## src/rtl/if_fetch_pkg.sv

```systemverilog
// Shared constants for the instruction-fetch stage.
//   IMEM_WORD_BYTES  : bytes per instruction word (PC step)
//   PC_ALIGN_MASK    : clears the byte offset of a fetch address
//   RESET_PC_DEFAULT : default first fetch address after reset
package if_fetch_pkg;
  localparam int unsigned IMEM_WORD_BYTES  = 4;
  localparam logic [31:0] PC_ALIGN_MASK    = 32'hFFFF_FFFC;
  localparam logic [31:0] RESET_PC_DEFAULT = 32'h0000_0000;

  function automatic logic [31:0] align_pc(input logic [31:0] pc);
    return pc & PC_ALIGN_MASK;
  endfunction
endpackage

```

## src/rtl/if_fetch_buf.sv

```systemverilog
// In-order fetch buffer, DEPTH slots of {pc, inst}.
// A slot is allocated at grant (pc known), filled at response (inst known)
// and popped by ID. Three pointers with an extra wrap bit:
//   tail : next slot to allocate
//   fptr : oldest allocated-but-unfilled slot (slot filled <=> behind fptr)
//   head : oldest slot, valid to ID once filled
// Ports: flush clears every slot; alloc/alloc_pc, fill/fill_inst, pop;
//        head_vld/head_pc/head_inst describe the head; count = allocated
//        slots, unfilled = allocated slots still waiting for data.
module if_fetch_buf #(
  parameter int unsigned DEPTH = 2,
  localparam int unsigned PW = $clog2(DEPTH)
) (
  input  logic        clk,
  input  logic        rst_n,
  input  logic        flush,
  input  logic        alloc,
  input  logic [31:0] alloc_pc,
  input  logic        fill,
  input  logic [31:0] fill_inst,
  input  logic        pop,
  output logic        head_vld,
  output logic [31:0] head_pc,
  output logic [31:0] head_inst,
  output logic [PW:0] count,
  output logic [PW:0] unfilled
);
  localparam logic [PW:0] PTR_ONE = (PW+1)'(1);

  logic [PW:0] head_q, head_d, fptr_q, fptr_d, tail_q, tail_d;
  logic [DEPTH-1:0][31:0] pc_mem_q, inst_mem_q;
  logic alloc_ok, fill_ok, pop_ok;

  assign alloc_ok = alloc && !flush;
  // a response with no slot waiting for it is ignored rather than corrupting order
  assign fill_ok  = fill && !flush && (fptr_q != tail_q);
  assign pop_ok   = pop && !flush && head_vld;

  always_comb begin
    head_d = head_q;
    fptr_d = fptr_q;
    tail_d = tail_q;
    if (flush) begin
      head_d = '0;
      fptr_d = '0;
      tail_d = '0;
    end else begin
      if (alloc_ok) tail_d = tail_q + PTR_ONE;
      if (fill_ok)  fptr_d = fptr_q + PTR_ONE;
      if (pop_ok)   head_d = head_q + PTR_ONE;
    end
  end

  always_ff @(posedge clk or negedge rst_n) begin
    if (!rst_n) begin
      head_q <= '0;
      fptr_q <= '0;
      tail_q <= '0;
    end else begin
      head_q <= head_d;
      fptr_q <= fptr_d;
      tail_q <= tail_d;
    end
  end

  // payload storage needs no reset: nothing is read until its pointer says so
  always_ff @(posedge clk) begin
    if (alloc_ok) pc_mem_q[tail_q[PW-1:0]]   <= alloc_pc;
    if (fill_ok)  inst_mem_q[fptr_q[PW-1:0]] <= fill_inst;
  end

  assign head_vld  = (fptr_q != head_q);
  assign head_pc   = pc_mem_q[head_q[PW-1:0]];
  assign head_inst = inst_mem_q[head_q[PW-1:0]];
  assign count     = tail_q - head_q;
  assign unfilled  = tail_q - fptr_q;
endmodule

```

## src/rtl/if_fetch_stage.sv

```systemverilog
// Instruction-fetch stage: owns the PC, issues word fetches over a req/gnt +
// in-order rvalid handshake, buffers returned words and hands {inst, pc, pc+4}
// to ID over valid/ready. A redirect flushes the buffer and restarts fetch.
// Ports: clk, rst_n (async, active low); imem_req/imem_addr/imem_gnt,
//        imem_rvalid/imem_rdata; id_valid/id_ready/id_inst/id_pc/id_pc4;
//        redirect/redirect_pc.
// Optional: define IF_PERF_CNT_EN to add perf_fetch_cnt, perf_stall_cnt and
//           perf_flush_cnt (free-running, wrapping 32-bit counters).
module if_fetch_stage
  import if_fetch_pkg::*;
#(
  parameter logic [31:0] RESET_PC  = RESET_PC_DEFAULT,
  parameter int unsigned BUF_DEPTH = 2
) (
  input  logic        clk,
  input  logic        rst_n,
  output logic        imem_req,
  output logic [31:0] imem_addr,
  input  logic        imem_gnt,
  input  logic        imem_rvalid,
  input  logic [31:0] imem_rdata,
  output logic        id_valid,
  input  logic        id_ready,
  output logic [31:0] id_inst,
  output logic [31:0] id_pc,
  output logic [31:0] id_pc4,
  input  logic        redirect,
  input  logic [31:0] redirect_pc
`ifdef IF_PERF_CNT_EN
  ,
  output logic [31:0] perf_fetch_cnt,
  output logic [31:0] perf_stall_cnt,
  output logic [31:0] perf_flush_cnt
`endif
);
  localparam int unsigned CW = $clog2(BUF_DEPTH) + 1;
  localparam logic [CW-1:0] CNT_ONE = CW'(1);

  logic          run_q, run_d;
  logic          hold_q, hold_d;       // request pending, not yet granted
  logic          stale_q, stale_d;     // pending request predates a redirect
  logic [31:0]   pc_q, pc_d;
  logic [31:0]   hold_addr_q, hold_addr_d;
  logic [CW-1:0] drop_q, drop_d;       // in-flight responses to discard

  logic [CW-1:0] buf_cnt, buf_unfilled;
  logic          head_vld;
  logic [31:0]   head_pc, head_inst;
  logic [CW:0]   used;
  logic          pop, credit_ok, gnt_fire, gnt_drop, alloc, fill;

  // credit: buffered + in-flight; dropped fetches keep their credit until they return
  assign used      = {1'b0, buf_cnt} + {1'b0, drop_q};
  assign pop       = head_vld && id_ready && !redirect;
  // a pop this cycle frees a slot, which keeps a 1-cycle memory at full rate
  assign credit_ok = (used < (CW+1)'(BUF_DEPTH)) || pop;
  assign imem_req  = run_q && (hold_q || (!redirect && credit_ok));
  assign imem_addr = hold_q ? hold_addr_q : pc_q;

  assign gnt_fire  = imem_req && imem_gnt;
  assign gnt_drop  = gnt_fire && (redirect || stale_q);
  assign alloc     = gnt_fire && !gnt_drop;
  assign fill      = imem_rvalid && !redirect && (drop_q == '0);

  always_comb begin
    run_d       = 1'b1;
    hold_d      = imem_req && !imem_gnt;
    hold_addr_d = imem_addr;
    stale_d     = hold_d && (stale_q || redirect);
    pc_d        = pc_q;
    if (redirect)   pc_d = align_pc(redirect_pc);
    else if (alloc) pc_d = pc_q + 32'(IMEM_WORD_BYTES);

    // responses are in order: drops are always older than live slots,
    // so any rvalid while drops remain (or during a redirect) is discarded
    drop_d = drop_q;
    if (redirect) drop_d = drop_d + buf_unfilled;
    if (gnt_drop) drop_d = drop_d + CNT_ONE;
    if (imem_rvalid && (redirect || drop_q != '0)) drop_d = drop_d - CNT_ONE;
  end

  always_ff @(posedge clk or negedge rst_n) begin
    if (!rst_n) begin
      run_q       <= 1'b0;
      hold_q      <= 1'b0;
      stale_q     <= 1'b0;
      pc_q        <= RESET_PC;
      hold_addr_q <= RESET_PC;
      drop_q      <= '0;
    end else begin
      run_q       <= run_d;
      hold_q      <= hold_d;
      stale_q     <= stale_d;
      pc_q        <= pc_d;
      hold_addr_q <= hold_addr_d;
      drop_q      <= drop_d;
    end
  end

  if_fetch_buf #(.DEPTH(BUF_DEPTH)) u_buf (
    .clk       (clk),
    .rst_n     (rst_n),
    .flush     (redirect),
    .alloc     (alloc),
    .alloc_pc  (imem_addr),
    .fill      (fill),
    .fill_inst (imem_rdata),
    .pop       (pop),
    .head_vld  (head_vld),
    .head_pc   (head_pc),
    .head_inst (head_inst),
    .count     (buf_cnt),
    .unfilled  (buf_unfilled)
  );

  // payload forced to zero when invalid so reset/flush values are clean
  assign id_valid = head_vld;
  assign id_inst  = head_vld ? head_inst : '0;
  assign id_pc    = head_vld ? head_pc : '0;
  assign id_pc4   = head_vld ? head_pc + 32'(IMEM_WORD_BYTES) : '0;

`ifdef IF_PERF_CNT_EN
  logic [31:0] fetch_cnt_q, fetch_cnt_d, stall_cnt_q, stall_cnt_d, flush_cnt_q, flush_cnt_d;

  always_comb begin
    fetch_cnt_d = fetch_cnt_q + 32'(pop);
    stall_cnt_d = stall_cnt_q + 32'(id_valid && !id_ready);
    flush_cnt_d = flush_cnt_q + 32'(redirect);
  end

  always_ff @(posedge clk or negedge rst_n) begin
    if (!rst_n) begin
      fetch_cnt_q <= '0;
      stall_cnt_q <= '0;
      flush_cnt_q <= '0;
    end else begin
      fetch_cnt_q <= fetch_cnt_d;
      stall_cnt_q <= stall_cnt_d;
      flush_cnt_q <= flush_cnt_d;
    end
  end

  assign perf_fetch_cnt = fetch_cnt_q;
  assign perf_stall_cnt = stall_cnt_q;
  assign perf_flush_cnt = flush_cnt_q;
`endif
endmodule

```

## config.mk

```make
export PLATFORM = sky130hd
export DESIGN_NAME = if_fetch_stage
export DESIGN_NICKNAME = d
export VERILOG_FILES = /design/src/rtl/if_fetch_pkg.sv /design/src/rtl/if_fetch_buf.sv /design/src/rtl/if_fetch_stage.sv
export SDC_FILE = /design/constraint.sdc
export NUM_CORES = 1
export LEC_CHECK = 0
export BUFFER_PORTS_ARGS = -buffer_cell sky130_fd_sc_hd__clkbuf_2
export CORE_AREA = 2 2 169 171
export CTS_BUF_LIST = sky130_fd_sc_hd__clkbuf_16
export DETAILED_ROUTE_END_ITERATION = 10
export DIE_AREA = 0 0 171 173
export PLACE_DENSITY_LB_ADDON = 0.15
export SYNTH_ARGS = -nofsm -noshare
export SYNTH_HDL_FRONTEND = slang
export SYNTH_SLANG_ARGS = --single-unit
```

## constraint.sdc

```tcl
create_clock -name clk -period 5.7 [get_ports clk]
set_input_delay 0.855 -clock clk [delete_from_list [all_inputs] [get_ports clk]]
set_output_delay 0.855 -clock clk [all_outputs]
set_load 0.01 [all_outputs]
```

==> results of run 1 <==
final timing paths:
kind / startpoint / to / slack, ns / cells after the start
max: u_buf.head_q[0] / imem_req / 1.19 / 9
min: rst_n / pc_q[19] / 0.48 / 1
min in group clk: hold_addr_q[1] / hold_addr_q[1] / 0.53 / 1
max reg2reg: u_buf.head_q[0] / u_buf.pc_mem_q[20] / 1.64 / 8
max in group asynchronous: rst_n / u_buf.head_q[0] / 4.46 / 1
min reg2reg: hold_addr_q[1] / hold_addr_q[1] / 0.53 / 1
power groups by stage:
stage,Sequential [uW],Combinational (uW),Clock (uW)
floorplan,1720,363,0
CTS,1720,576,1480
finish,1730,564,1440
global route,1740,626,1540
global placement,1750,569,0
detailed placement,1750,573,0
cells in the final DEF, fill, tap and decap left out, drive strengths merged, types with 8 or more instances in the layout:
master   synthesis  routed
clkbuf          24     219
nor4            11      11
nand2           37      37
nor3            13      13
nand4           13      13
and2            15      15
a2111oi          8       8
inv             20      21
xnor2           25      25
and3            10      10
clkinv           0       9
mux2i           63      63
buf             23      11
dfrtp           73      73
nor2           105     105
edfxtp         128     128
a21oi           10      10
mux2            32      32
xor2            10      10
nand3           26      26
o21ai           18      18
a211oi           9       9
flip-flops by register name, indices dropped and copies added, names as in the netlist:
| register | flops |
|---|---|
| drop_q | 2 |
| hold_addr_q | 32 |
| hold_q | 1 |
| pc_q | 30 |
| run_q | 1 |
| stale_q | 1 |
| u_buf.fptr_q | 2 |
| u_buf.head_q | 2 |
| u_buf.inst_mem_q | 64 |
| u_buf.pc_mem_q | 64 |
| u_buf.tail_q | 2 |
routing by layer:
metal | routed length, um | part of all wire (%)
met3 | 1225 | 5.0
met1 | 11880 | 49
met5 | 0 | 0
met2 | 10740 | 44
met4 | 470 | 1.9
critical path, stage by stage, from the launching register on:
cell and delay (ns):
dfrtp_4 0.84, ha_1 0.28, xor2_1 0.18, xnor2_1 0.19
fa_1 0.46, and3b_1 0.22, or2_2 0.32, o21ai_1 0.44
inv_1 0.08, clkbuf_2 0.14
logic make-up after synthesis:
group | Yosys count
and+or+nand+nor | 272
DFF | 201
AOI/OAI and AO/OA | 106
xor gates and xnor gates | 35
muxes | 95
adders and majority gates | 6
other | 1
buffers and inverters | 67
layout make-up:
cell class / count / area share, %
Sequential cell: 201 / 48.65
Inverter: 20 / 0.6437
Clock inverter: 17 / 1.438
Tap cell: 378 / 4.055
Clock buffer: 23 / 4.935
Multi-Input combinational cell: 515 / 31.16
Timing Repair Buffer: 207 / 9.119
stage by stage:
stage	setup WS, ns	instances	area (um^2)	util (%)	power (uW)
detailed placement	1.633	1321	10920	39.52	2326
floorplan	1.662	783	9574	-	2087
global route	0.9114	1361	11660	42.21	3906
finish	1.194	1361	11660	42.21	3733
global placement	1.629	1321	10920	39.52	2321
CTS	1.107	1361	11660	42.21	3777
==> results_dict.tcl, run 1 <==
set metrics [dict create \
    grt_pass1_vias 6367 \
    track_usage_pct 16.23 \
    met2_usage_pct 24.16 \
    clkPwrFrac_pct 38.7 \
    post_drt_wl_per_cell_um 17.87 \
    busiest_layer "met1" \
    yosys.area.top_type_share_pct 40.15 \
    synth-seq-cells 201 \
    die_x_um 171 \
    cts.clk_slew.worst_paths_ns 0.06 \
    synth_warnings 0 \
    antenna_left 0 \
    yosys-top-cells-count "128 x edfxtp_1, 105 x nor2_1, 73 x dfrtp_1" \
    cts_tree "yes" \
    start_util_pct 34.65 \
    fin_skew_ns 0.01077 \
    netlist_instances 783 \
    synth-edff-count 128 \
    antenna_cells 0 \
    worstSkewPairLatency_ns 0.50 \
    wl_um 24320 \
    drt_iter0_drc 403 \
    synth_area_per_cell_um2 12.23 \
    seq_area_frac_synth_pct 59.23 \
    htreeDepth 1 \
    cp.arrival_ns 3.65 \
    hold-worst-slack_ns 0.4834 \
    drv_cap 0 \
    hpwl_um 17260 \
    synth_nets 859 \
    hp-class "in2async" \
    finalHoldViolCount 0 \
    maxSlewViolCount 0 \
    synth-compound-area-share_pct 8.913 \
    synth.most_common_cell "edfxtp_1" \
    tightest_slew_ns 1.045 \
    ir_drop_v 0.0001805 \
    p_int_uw 2745 \
    crit_required_ns 4.85 \
    async_flop_share_pct 36.32 \
    synth_area_um2 9574 \
    power_frac_seq_pct 46.2 \
    drt_pass1_iterations 7 \
    fin_nets 1044 \
    met3_usage_pct 2.609 \
    path_class "reg2out" \
    multi_input_area_um2 3633 \
    grt_remaining_overflow 0 \
    synth_mux_area_share_pct 10.35 \
    setup_tns_ns 0 \
    drc 0 \
    io-pin-count 200 \
    p_leak_uw 0.004464 \
    rsz0062_at_grt "no" \
    switching_share_pct 26.47 \
    setup.worst_path.start_class "register" \
    switching_power_uw 987.9 \
    cts_buffer_depth 3 \
    syn2layout_area_growth_pct 21.81 \
    post_cts_resized 0 \
    io_buffers 197 \
    antenna_found_initial 0 \
    yosys.area_share.simple_pct 14.24 \
    layout-drive-gt1-share_pct 29.81 \
    netlist_top_cells_area "edfxtp_1 40%, dfrtp_1 19%, mux2i_1 6.6%, nor2_1 4.1%, mux2_2 3.8%" \
    core.rowCount 61 \
    numCtsBuffers 23 \
    die_y_um 173 \
    setup_violations 0 \
    fp.dieArea_um2 29580 \
    comb_power_share_pct 15.1 \
    relSlewSlack_pct 30.19 \
    grt_max_degree 74 \
    vias 6763 \
    cts_hold_buf 0 \
    cts_setup_buffers 0 \
    cp_max_fo 49 \
    synth_top_family_by_area "simple AND/OR/NAND/NOR gates" \
    clock_sinks 201 \
    synth-adder-area-share_pct 0.8625 \
    endpoint_kind "output pin" \
    place_congestion 0.7879 \
    fill_cells 2684 \
    yosys.area.top_type "edfxtp_1" \
    synth_ff_type "edfxtp_1" \
    cts-root-buf "clkbuf_16" \
    coreArea_um2 27630 \
    powerDensity_nw_per_um2 320.1 \
    grt_pass1_wl_um 37490 \
    synth_xor_area_share_pct 3.280 \
    run_status "finished clean" \
    seqCellArea_um2 5674 \
    avgViaCountPerCell 4.969 \
    grtUsageMet1_pct 24.64 \
    synthDistinctLibCells 70 \
    min_period_ns 4.506 \
    min_period_over_period_pct 79.06 \
    fmax_mhz 221.9 \
]
(Power assumes the default switching activity.)
==> inputs of run 2 (changes only) <==
==> constraint.sdc (replaced) <==
create_clock -name clk -period 4.7 [get_ports clk]
set_input_delay 0.705 -clock clk [delete_from_list [all_inputs] [get_ports clk]]
set_output_delay 0.705 -clock clk [all_outputs]
set_load 0.01 [all_outputs]
==> run 2 against run 1 <==
Against the previous run: clock power up 12%; utilization fell by 0.059 points; hold slack got worse by 0.14 ns; largest power group unchanged; die area is the same; clock skew shrank 0.0033 ns; combinational power is 22% higher; first-iteration DRC count down 0.74%; cell area decreased by 0.14%; setup slack worse by 0.74 ns; critical path type unchanged; global-route usage is 0.12 points higher; routed wire length increased by 1.3%.
==> results_dict.tcl, run 2 (synthesized netlist as in run 1, its figures left out) <==
set metrics [dict create \
    run_status "finished clean" \
    setup_tns_ns 0 \
    hpwl_um 17640 \
    setup.worst_path.start_class "register" \
    drv_cap 0 \
    die_x_um 171 \
    start_util_pct 34.65 \
    avgViaCountPerCell 4.980 \
    grt_pass1_wl_um 37610 \
    cts_tree "yes" \
    drc 0 \
    die_y_um 173 \
    vias 6807 \
    r2r_start "u_buf.head_q[0]" \
    post_cts_resized 0 \
    crit_chain "buf_4 -> xor2_1 -> nor2_4 -> inv_1 -> and2_1 -> mux2_2 -> clkbuf_2" \
    hp-class "in2async" \
    drt_pass1_iterations 4 \
    cts_buffer_depth 3 \
    worstSkewPairLatency_ns 0.50 \
    antenna_left 0 \
    post_drt_wl_per_cell_um 18.02 \
    place_congestion 0.7855 \
    track_usage_pct 16.35 \
    grt_remaining_overflow 0 \
    io-pin-count 200 \
    power_uw 4395 \
    syn2layout_area_growth_pct 21.64 \
    tightest_slew_ns 1.022 \
    powerDensity_nw_per_um2 377.4 \
    antenna_cells 0 \
    cts.clk_slew.worst_paths_ns 0.06 \
    grt_pass1_vias 6440 \
    wl_um 24630 \
    relSlewSlack_pct 31.76 \
    final_common_cell "clkbuf_2" \
    crit_path_max_incr_delay_ns 0.70 \
    path_class "reg2out" \
    slowest_stage "dfrtp_4" \
    cts-root-buf "clkbuf_16" \
    fp.dieArea_um2 29580 \
    place_ws_ns 0.8537 \
    antenna_found_initial 1 \
    fin_skew_ns 0.007465 \
    rsz0062_at_grt "no" \
    grt_max_degree 74 \
    fill_cells 2689 \
    cp.arrival_ns 3.55 \
    ir_drop_v 0.0001919 \
    setup_violations 0 \
    fmax_mhz 235.3 \
    final_cell_mix "196 x clkbuf_2, 128 x edfxtp_1, 102 x nor2_1" \
    critPathLaunch "u_buf.head_q[0]" \
    cp_max_fo 38 \
    layout-drive-gt1-share_pct 29.63 \
    min_period_over_period_pct 90.44 \
    fin_nets 1049 \
    htreeDepth 1 \
    coreArea_um2 27630 \
    finalHoldViolCount 0 \
    p_leak_uw 0.004493 \
    drt_iter0_drc 400 \
    crit_required_ns 3.99 \
    clock_sinks 201 \
    endpoint_kind "output pin" \
    numCtsBuffers 23 \
    min_period_ns 4.251 \
    core.rowCount 61 \
    maxSlewViolCount 0 \
    fin_ws_ns 0.4494 \
    cts_setup_buffers 0 \
    cts_hold_buf 0 \
    io_buffers 197 \
]
[run 2: final cells by class]
type | count | area, um^2 | area share, %
clock buffer | 23 | 575.6 | 4.942
multi-input combinational | 515 | 3633 | 31.20
clock inverter | 18 | 101.3 | 0.8702
tap | 378 | 473.0 | 4.061
sequential | 201 | 5674 | 48.72
inverter | 20 | 75.07 | 0.6446
timing repair buffer | 212 | 1114 | 9.562
[run 2: layer usage]
layer  share of wire [%]  track usage, %  wire length [um]  vias to the layer above
met2                  45           25.22             11160                      173
li1                    -               -                 -                     3301
met3                 5.2           2.632              1282                       22
met4                 1.3           3.143               326                        2
met5               0.053               0                13                        -
met1                  48           24.37             11850                     3309
[run 2: path summary, 6_finish.rpt]
check | endpoint | slack [ns] | depth (start not counted)
min | pc_q[20] | 0.34 | 1
max in group asynchronous | u_buf.head_q[0] | 3.63 | 1
max reg2reg | pc_q[20] | 0.91 | 9
min in group clk | u_buf.inst_mem_q[51] | 0.40 | 1
max | id_pc4[31] | 0.45 | 7
min reg2reg | hold_addr_q[18] | 0.53 | 1
[run 2: metrics by stage]
step | hold slack, ns | util (%) | cell area (um^2) | cells
floorplan | 0.4094 | - | 9574 | 783
global placement | 0.5107 | 39.70 | 10970 | 1326
detailed placement | 0.5213 | 39.70 | 10970 | 1326
CTS | 0.3756 | 42.15 | 11650 | 1367
global route | 0.3778 | 42.15 | 11650 | 1367
finish | 0.3439 | 42.15 | 11650 | 1367
[run 2: critical path: cells and delay by family (launching register included)]
kind | cells | cell delay [ns]
flip-flops | 1 | 0.70
multiplexers | 1 | 0.26
XOR/XNOR | 1 | 0.29
AND/OR/NAND/NOR | 2 | 0.76
buffers and inverters | 3 | 1.01
[run 2: report_power, final]
group / internal [uW] / leakage, uW / switching (uW)
registers: 2010 / 0.00201 / 86.1
logic: 268 / 0.00212 / 422
clock network: 936 / 0.000357 / 671
